--- config.mk ---
export PLATFORM = sky130hd
export DESIGN_NAME = uart_tx_periph
export DESIGN_NICKNAME = d
export VERILOG_FILES = /design/src/rtl/uart_pkg.sv /design/src/rtl/sync_fifo.sv /design/src/rtl/uart_tx_periph.sv
export SDC_FILE = /design/constraint.sdc
export NUM_CORES = 1
export LEC_CHECK = 0
export CAP_MARGIN = 20
export CORE_UTILIZATION = 56
export DETAILED_ROUTE_END_ITERATION = 7
export GPL_ROUTABILITY_DRIVEN = 0
export GPL_TIMING_DRIVEN = 0
export PLACE_DENSITY_LB_ADDON = 0.2
export RECOVER_POWER = 50
export SKIP_CTS_REPAIR_TIMING = 1
export SYNTH_ARGS = -nofsm -noshare
export SYNTH_HDL_FRONTEND = slang
export SYNTH_SLANG_ARGS = --single-unit
--- constraint.sdc ---
create_clock -name clk -period 3.75 [get_ports clk]
set_input_delay 0.75 -clock clk [delete_from_list [all_inputs] [get_ports clk]]
set_output_delay 0.75 -clock clk [all_outputs]
set_load 0.05 [all_outputs]
--- src/rtl/uart_pkg.sv ---
// Shared definitions for the UART transmit peripheral: register map, STATUS layout,
// transmitter state encoding and the baud-divisor clamp.
package uart_pkg;

  localparam logic [1:0] RegTxData  = 2'd0;
  localparam logic [1:0] RegStatus  = 2'd1;
  localparam logic [1:0] RegBaudDiv = 2'd2;
  localparam logic [1:0] RegCtrl    = 2'd3;

  localparam int unsigned StatusBusy   = 0;
  localparam int unsigned StatusFull   = 1;
  localparam int unsigned StatusEmpty  = 2;
  localparam int unsigned StatusOvf    = 3;
  localparam int unsigned StatusCntLsb = 4;
  localparam int unsigned StatusCntW   = 4;

  localparam int unsigned DivW   = 16;
  localparam logic [DivW-1:0] DivMin = 16'd2;

  typedef enum logic [1:0] {
    StIdle,
    StStart,
    StData,
    StStop
  } tx_state_e;

  // Divisors below two cannot produce a usable bit period.
  function automatic logic [DivW-1:0] eff_div(input logic [DivW-1:0] div);
    return (div < DivMin) ? DivMin : div;
  endfunction

endpackage

--- src/rtl/sync_fifo.sv ---
// Synchronous FIFO with power-of-two depth; a push while full is accepted only
// when a pop happens in the same cycle.
module sync_fifo #(
  parameter int unsigned Depth = 8,
  parameter int unsigned Width = 8
) (
  input  logic                   clk,
  input  logic                   rst,
  input  logic                   push,
  input  logic                   pop,
  input  logic [Width-1:0]       wdata,
  output logic [Width-1:0]       rdata,
  output logic                   full,
  output logic                   empty,
  output logic [$clog2(Depth):0] count
);

  localparam int unsigned PtrW = $clog2(Depth);
  localparam int unsigned CntW = PtrW + 1;

  logic [Width-1:0] mem_q [Depth];
  logic [PtrW-1:0]  wr_ptr_q, wr_ptr_d;
  logic [PtrW-1:0]  rd_ptr_q, rd_ptr_d;
  logic [CntW-1:0]  count_q, count_d;
  logic             do_push, do_pop;

  assign full    = (count_q == CntW'(Depth));
  assign empty   = (count_q == '0);
  assign count   = count_q;
  assign rdata   = mem_q[rd_ptr_q];
  assign do_pop  = pop & ~empty;
  assign do_push = push & (~full | do_pop);

  // Pointers are exactly log2(Depth) wide, so increments wrap modulo Depth.
  always_comb begin
    wr_ptr_d = wr_ptr_q;
    rd_ptr_d = rd_ptr_q;
    count_d  = count_q;
    if (do_push) wr_ptr_d = wr_ptr_q + 1'b1;
    if (do_pop)  rd_ptr_d = rd_ptr_q + 1'b1;
    case ({do_push, do_pop})
      2'b10:   count_d = count_q + 1'b1;
      2'b01:   count_d = count_q - 1'b1;
      default: count_d = count_q;
    endcase
  end

  always_ff @(posedge clk or negedge rst) begin
    if (!rst) begin
      wr_ptr_q <= '0;
      rd_ptr_q <= '0;
      count_q  <= '0;
    end else begin
      wr_ptr_q <= wr_ptr_d;
      rd_ptr_q <= rd_ptr_d;
      count_q  <= count_d;
    end
  end

  always_ff @(posedge clk) begin
    if (do_push) mem_q[wr_ptr_q] <= wdata;
  end

endmodule

--- src/rtl/uart_tx_periph.sv ---
// Memory-mapped 8N1 UART transmitter: TXDATA/STATUS/BAUDDIV/CTRL registers in front of
// a transmit FIFO and a start/data/stop serialiser with a per-bit down-counter.
module uart_tx_periph
  import uart_pkg::*;
#(
  parameter int unsigned     FIFO_DEPTH = 8,
  parameter logic [DivW-1:0] DIV_RESET  = 16'd434
) (
  input  logic        clk,
  input  logic        rst,
  input  logic        en,
  input  logic [3:0]  memWrite,
  input  logic [10:0] addr,
  input  logic [31:0] wdata,
  output logic [31:0] rdata,
  output logic        txd
);

  tx_state_e         state_q, state_d;
  logic [DivW-1:0]   cnt_q, cnt_d;
  logic [2:0]        bit_idx_q, bit_idx_d;
  logic [7:0]        shift_q, shift_d;
  logic [DivW-1:0]   baud_q, baud_d;
  logic              ctrl_q, ctrl_d;
  logic              ovf_q, ovf_d;

  logic [1:0]        reg_sel;
  logic              wr_en, wr_tx, wr_status, wr_baud, wr_ctrl;
  logic              fifo_pop, fifo_full, fifo_empty;
  logic [7:0]        fifo_head;
  logic [$clog2(FIFO_DEPTH):0] fifo_count;
  logic [DivW-1:0]   div_eff;
  logic              bit_done, start_ok;
  logic [31:0]       status_word;
  logic              unused_bits;

  assign reg_sel   = addr[3:2];
  assign wr_en     = en & memWrite[0];
  assign wr_tx     = wr_en & (reg_sel == RegTxData);
  assign wr_status = wr_en & (reg_sel == RegStatus);
  assign wr_baud   = wr_en & (reg_sel == RegBaudDiv);
  assign wr_ctrl   = wr_en & (reg_sel == RegCtrl);

  assign unused_bits = ^{addr[10:4], addr[1:0], memWrite[3:2], wdata[31:16]};

  sync_fifo #(
    .Depth (FIFO_DEPTH),
    .Width (8)
  ) u_fifo (
    .clk   (clk),
    .rst   (rst),
    .push  (wr_tx),
    .pop   (fifo_pop),
    .wdata (wdata[7:0]),
    .rdata (fifo_head),
    .full  (fifo_full),
    .empty (fifo_empty),
    .count (fifo_count)
  );

  // Register file; overflow only latches when the write is genuinely dropped.
  always_comb begin
    baud_d = baud_q;
    ctrl_d = ctrl_q;
    ovf_d  = ovf_q;
    if (wr_baud) begin
      baud_d[7:0] = wdata[7:0];
      if (memWrite[1]) baud_d[15:8] = wdata[15:8];
    end
    if (wr_ctrl) ctrl_d = wdata[0];
    if (wr_tx && fifo_full && !fifo_pop) begin
      ovf_d = 1'b1;
    end else if (wr_status && wdata[StatusOvf]) begin
      ovf_d = 1'b0;
    end
  end

  // The divisor is sampled only when the bit counter reloads, so writes take
  // effect at the next bit boundary.
  assign div_eff  = eff_div(baud_q);
  assign bit_done = (cnt_q == '0);
  assign start_ok = ctrl_q & ~fifo_empty;

  always_comb begin
    state_d   = state_q;
    cnt_d     = cnt_q;
    bit_idx_d = bit_idx_q;
    shift_d   = shift_q;
    fifo_pop  = 1'b0;
    unique case (state_q)
      StIdle: begin
        if (start_ok) begin
          fifo_pop = 1'b1;
          shift_d  = fifo_head;
          cnt_d    = div_eff - 16'd1;
          state_d  = StStart;
        end
      end
      StStart: begin
        if (bit_done) begin
          bit_idx_d = 3'd0;
          cnt_d     = div_eff - 16'd1;
          state_d   = StData;
        end else begin
          cnt_d = cnt_q - 16'd1;
        end
      end
      StData: begin
        if (bit_done) begin
          cnt_d = div_eff - 16'd1;
          if (bit_idx_q == 3'd7) begin
            state_d = StStop;
          end else begin
            bit_idx_d = bit_idx_q + 3'd1;
            shift_d   = {1'b0, shift_q[7:1]};
          end
        end else begin
          cnt_d = cnt_q - 16'd1;
        end
      end
      StStop: begin
        if (bit_done) begin
          if (start_ok) begin
            fifo_pop = 1'b1;
            shift_d  = fifo_head;
            cnt_d    = div_eff - 16'd1;
            state_d  = StStart;
          end else begin
            state_d = StIdle;
          end
        end else begin
          cnt_d = cnt_q - 16'd1;
        end
      end
      default: state_d = StIdle;
    endcase
  end

  always_ff @(posedge clk or negedge rst) begin
    if (!rst) begin
      state_q   <= StIdle;
      cnt_q     <= '0;
      bit_idx_q <= '0;
      shift_q   <= '0;
      baud_q    <= DIV_RESET;
      ctrl_q    <= 1'b0;
      ovf_q     <= 1'b0;
    end else begin
      state_q   <= state_d;
      cnt_q     <= cnt_d;
      bit_idx_q <= bit_idx_d;
      shift_q   <= shift_d;
      baud_q    <= baud_d;
      ctrl_q    <= ctrl_d;
      ovf_q     <= ovf_d;
    end
  end

  // txd decodes straight from state so reset forces the line high immediately.
  always_comb begin
    unique case (state_q)
      StStart: txd = 1'b0;
      StData:  txd = shift_q[0];
      default: txd = 1'b1;
    endcase
  end

  always_comb begin
    status_word = '0;
    status_word[StatusBusy]  = (state_q != StIdle);
    status_word[StatusFull]  = fifo_full;
    status_word[StatusEmpty] = fifo_empty;
    status_word[StatusOvf]   = ovf_q;
    status_word[StatusCntLsb +: StatusCntW] = StatusCntW'(fifo_count);
  end

  always_comb begin
    rdata = '0;
    if (en) begin
      unique case (reg_sel)
        RegStatus:  rdata = status_word;
        RegBaudDiv: rdata = {16'd0, baud_q};
        RegCtrl:    rdata = {31'd0, ctrl_q};
        default:    rdata = '0;
      endcase
    end
  end

endmodule

==> flow_summary.ini, run 1 <==
[outcome]
status = finished, violations left
violations = max-capacitance violations, max-slew violations

[drt]
drtIter0Drc = 405
drc_errors = 0
dr.pass1.iters = 6
totalWireLength_um = 15500
vias_per_cell = 6.20
vias = 4870
postRouteAntennaNets = 0
wl_per_cell_um = 19.7

[global_routing]
grt_pass1_wl_um = 24400
grt_pass1_vias = 4670
grt_max_degree = 33
antenna_found_initial = 0
grt_overflow_total = 0
grt.total_usage_pct = 27.9

[synthesis]
synth_xor_area_share_pct = 3.66
ys_seq_area_share_pct = 51.9
ys_seq_elements = 121
synth-edff-count = 64
yosys.area_share.simple_pct = 13.6
muxShareOfSynthArea_pct = 12.5
syn_area_per_cell_um2 = 11.6
synth_area_mm2 = 0.00646
synth_cells = 555
async_flop_share_pct = 47.1
synth-main-ff-cell = edfxtp_1
ys_types = 65
synth.largest_area_cell = edfxtp_1
synth_top_family_by_area = simple AND/OR/NAND/NOR gates
yosysWarningCount = 0
synth-adder-area-share_pct = 2.83
yosys-top-cells-area = edfxtp_1 (30%), dfrtp_1 (20%), mux4_2 (5.6%)
synth_top_area_share_pct = 29.7
synth-compound-area-share_pct = 10.8

[power_and_ir_drop]
seqPwrFrac_pct = 33.1
power_density_mw_per_mm2 = 756
ir_drop_mv = 0.480
intPower_mw = 3.50
switching_power_mw = 2.31
power_mw = 5.82
comb_power_share_pct = 41.0
power.leakage_nw = 3.20
switching_share_pct = 39.7
clockPowerShare_pct = 25.9

[placement]
dp_hpwl_um = 10700
dpl_cell_area_mm2 = 0.00712
portBuffers = 39

[floorplanning]
die_w_um = 109
die_y_um = 109
die_area_mm2 = 0.0120
boundaryPins = 83
initial_core_util_pct = 58.6
core_mm2 = 0.0110
row_count = 38

[finish]
drive_gt1_share_pct = 18.1
fin_area_mm2 = 0.00769
fin_nets = 696
diodes = 0
final_util_pct = 69.7
synthToLayoutAreaGrowth_pct = 19.1

[critical_path]
startpoint_type = primary input
critPathBufInv = 4
path_class = in2out
critPathMaxStageDelay_ns = 0.55
cp_max_fo = 10
slowest_stage = clkdlybuf4s50_1
end_kind = output pin
reg2reg_depth = 9
crit_arrival_ns = 2.87
crit_required_ns = 3.00
path_delay_family = buffers and inverters
cp_num_cells = 7
cp_cell_sequence = clkdlybuf4s50_1 > nor2b_1 > clkbuf_1 > clkbuf_1 > a22oi_1 > nor2b_1 > dlymetal6s2s_1

[cts]
clk_pin_slew_ns = 0.06
cts_sinks = 121
clk_latency_ns = 0.43
clock_path_buffers = 2
htreeDepth = 4
cts_buffers = 17
cts_tree = done
root_buffer = clkbuf_16

[timing]
hold_viol_final = 0
hold_ws_ns = 0.513
tightestPinTransition_ns = 1.94
drv_slew = 33
fin_crit_ns = 3.62
finalSetupViolCount = 0
clock_skew_ns = 0.0134
setup_tns_ns = 0
finalCritPeriodShare_pct = 96.4
relSlewSlack_pct = -29.2
rsz0062_at_grt = no
fmax_mhz = 277

[flow_run]
cap_violations = 1

[hold_path]
hold_class = reg2reg
min_path_cells = 1
==> state kept, by name, indices dropped and copies added (netlist names) <==
register and cells:
baud_q 16, bit_idx_q 3, cnt_q 16, ctrl_q 1, ovf_q 1, shift_q 8, state_q 2, u_fifo.count 4
u_fifo.mem_q 64, u_fifo.rd_ptr_q 3, u_fifo.wr_ptr_q 3
==> metal layers <==
metal	vias up	track usage (%)	part of all wire, %
met5	-	0	0
met4	0	8.38	1.2
met3	28	8.48	7.6
met2	221	42.7	48
met1	2403	38.6	44
li1	2218	-	-
==> kinds of logic (layout without fill, tap and decap cells) <==
kind of cell | Yosys count | in the layout
AOI/OAI and AO/OA | 108 | 108
xor gates and xnor gates | 27 | 27
adders and majority gates | 14 | 14
buffers and inverters | 59 | 134
DFF | 121 | 121
muxes | 57 | 57
other | 1 | 16
and+or+nand+nor | 168 | 168
==> per-stage QoR <==
step	setup slack, ns	instances
3_5_place_dp	-0.229	753
3_3_place_gp	-0.180	749
5_1_grt	0.00481	785
2_1_floorplan	0.715	570
4_1_cts	-0.216	785
6_report	0.135	785
==> power groups by stage <==
| stage | clock network, mW | registers [mW] | logic, mW |
|---|---|---|---|
| 2_1_floorplan | 0 | 1.86 | 1.78 |
| 3_3_place_gp | 0 | 1.92 | 2.25 |
| 3_5_place_dp | 0 | 1.94 | 2.33 |
| 4_1_cts | 1.52 | 1.92 | 2.35 |
| 5_1_grt | 1.57 | 1.96 | 2.59 |
| 6_report | 1.50 | 1.93 | 2.38 |
==> cells in the mapped netlist (4+ instances only) <==
library cell / instances
nor4_1: 11
edfxtp_1: 64
nor3_1: 18
inv_1: 10
o21ai_0: 28
dfrtp_1: 52
clkbuf_1: 24
a21oi_1: 29
xnor2_1: 18
mux4_2: 16
buf_4: 17
and3_1: 10
buf_2: 4
nand2_1: 39
nor2b_1: 14
dfstp_2: 5
or4_1: 4
mux2i_1: 12
or3_1: 6
xor2_1: 9
nand4_1: 5
nor2_1: 37
ha_1: 13
mux2_2: 29
nand3_1: 6
o211ai_1: 4
a221o_1: 4
a22oi_1: 11
==> final timing paths <==
kind	startpoint	slack [ns]	to
min	shift_q[5]	0.51	shift_q[5]
max	addr[3]	0.13	rdata[7]
min in group asynchronous	rst	0.66	cnt_q[15]
max in group asynchronous	rst	0.63	u_fifo.wr_ptr_q[2]
min reg2reg	shift_q[5]	0.51	shift_q[5]
max reg2reg	cnt_q[0]	0.24	u_fifo.mem_q[0][5]
==> layout by cell type (no fill, tap or decap), types with 19 or more instances in the layout <==
master,synthesis,routed
edfxtp_1,64,64
dfrtp_1,52,52
nand2_1,39,39
nor2_1,37,37
a21oi_1,29,29
mux2_2,29,29
o21ai_0,28,28
clkbuf_1,24,27
buf_4,17,19
==> area by class of cell <==
cell class,instances,area (um2)
buffer,49,262
clock buffer,18,429
clock inverter,14,114
fill,787,3340
inverter,10,37.5
multi-input combinational,390,2870
sequential,121,3350
tap,140,175
timing repair buffer,43,450
Note: power is estimated with default switching activity, not from simulation.
==> run 2: changes to the inputs <==
- CORE_MARGIN: default -> 4
==> run 2 against run 1 <==
  * The run still ends with max-capacitance violations, max-slew violations left
  * Power up 1.5%
  * Global-route usage is 2.8 points lower
  * Sequential power is essentially flat
  * Combinational power hardly changed
  * Non-clock buffer count is 1 lower
  * Via count fell by 0.62%
  * Sequential cell count is the same
  * Largest cell class unchanged
==> flow_summary.ini, run 2 (synthesis results as in run 1) <==
[finish]
largest_reg_flops = 64
final_cell_mix = edfxtp_1 (64), dfrtp_1 (52), nand2_1 (39), nor2_1 (37), clkbuf_1 (30)
drive_gt1_share_pct = 17.9
final_util_pct = 69.5
reg.largest.list = u_fifo.mem_q (64), baud_q (16), cnt_q (16)
largest_register = u_fifo.mem_q
diodes = 0
fin_nets = 695
final_common_cell = edfxtp_1
synthToLayoutAreaGrowth_pct = 19.2
fin_area_mm2 = 0.00770
fin_cells = 783

[cts]
htreeDepth = 4
clk_latency_ns = 0.41
cts_tree = done
clock_path_buffers = 2
clk_pin_slew_ns = 0.05
root_buffer = clkbuf_16
cts_buffers = 17
cts_sinks = 121

[floorplanning]
boundaryPins = 83
initial_core_util_pct = 58.3
die_w_um = 115
row_count = 38
core_mm2 = 0.0111
die_y_um = 115
die_area_mm2 = 0.0133

[critical_path]
critPathMaxStageDelay_ns = 0.57
cp_cell_sequence = clkdlybuf4s50_1 > nor2b_1 > clkbuf_1 > clkbuf_1 > and3_1 > dlymetal6s2s_1
cp_max_fo = 10
cp_common_cell = clkbuf_1
startpoint_type = primary input
critPathBufInv = 4
path_delay_family = buffers and inverters
path_class = in2out
end_kind = output pin
crit_arrival_ns = 2.79
crit_required_ns = 3.00
slowest_stage = clkdlybuf4s50_1

[global_routing]
grt_overflow_total = 0
antenna_found_initial = 0
grt.total_usage_pct = 25.2
grt_max_degree = 41
grt_pass1_wl_um = 25400
grt_pass1_vias = 4950

[timing]
fmax_mhz = 282
clock_skew_ns = 0.00592
rsz0062_at_grt = no
tightestPinTransition_ns = 2.19
finalCritPeriodShare_pct = 94.4
relSlewSlack_pct = -45.8
drv_slew = 41
fin_crit_ns = 3.54
finalSetupViolCount = 0
hold_viol_final = 0

[drt]
wl_per_cell_um = 20.0
vias = 4840
drc_errors = 0
vias_per_cell = 6.18
totalWireLength_um = 15700
dr.pass1.iters = 5
drtIter0Drc = 410
postRouteAntennaNets = 0

[power_and_ir_drop]
power.leakage_nw = 3.17
ir_drop_mv = 0.444
power_mw = 5.90
power_density_mw_per_mm2 = 767

[outcome]
status = finished, violations left
violations = max-capacitance violations, max-slew violations

[placement]
portBuffers = 39
dp_hpwl_um = 11000
dpl_cell_area_mm2 = 0.00711
numPlacedInstances = 752

[flow_run]
cap_violations = 1

[hold_path]
hold_class = in2async
[run 2: changes by cell type in the layout (fill, tap and decap cells not counted), sizes merged]
cell,previous run,this run
bufinv,0,3
inv,16,10
buf,27,26
clkbuf,45,52
clkinvlp,3,2
dlymetal6s2s,17,14
clkinv,5,4
[run 2: path summary, 6_finish.rpt]
check / slack [ns] / depth (start not counted) / from / to
setup / recovery: 0.21 / 6 / addr[3] / rdata[9]
hold / removal: 0.50 / 1 / rst / cnt_q[15]
setup reg to reg: 0.38 / 12 / baud_q[6] / cnt_q[14]
hold reg to reg: 0.51 / 1 / shift_q[3] / shift_q[3]
max in group asynchronous: 0.68 / 2 / rst / shift_q[4]
min in group clk: 0.51 / 1 / shift_q[3] / shift_q[3]
[run 2: final cells by class]
cell class,count,area [um2]
plain buffers,49,262
well taps,140,175
clock buffers,22,454
repair buffers,42,423
multi-input cells,390,2870
inverters,10,37.5
flip-flops and latches,121,3350
fillers,811,3380
clock inverters,9,125
[run 2: per-stage QoR]
| step | setup WS [ns] | TNS [ns] | hold WS, ns |
|---|---|---|---|
| finish | 0.210 | 0 | 0.496 |
| global placement | -0.147 | -1.09 | 0.492 |
| CTS | -0.205 | -1.34 | 0.288 |
| floorplan | 0.715 | 0 | 0.454 |
| detailed placement | -0.195 | -1.18 | 0.497 |
| global route | 0.0357 | 0 | 0.533 |
[run 2: routing by layer]
layer / track usage (%) / vias up / wire length, um / share of wire (%)
met3: 6.16 / 45 / 1060 / 6.7
met5: 0 / - / 0 / 0
met1: 31.1 / 2374 / 6140 / 39
li1: - / 2206 / - / -
met4: 12.3 / 0 / 522 / 3.3
met2: 41.7 / 215 / 7950 / 51
[run 2: power by group]
group,switching (mW),internal [mW],leakage [nW]
Clock,0.556,1.05,0.280
Sequential,0.269,1.66,1.27
Combinational,1.38,0.980,1.61
Total,2.21,3.69,3.17
==> run 3: changes to the inputs <==
- SLEW_MARGIN: default -> 0
==> results of run 3 <==
No change in the layout: final DEF, timing and power equal those of run 2.
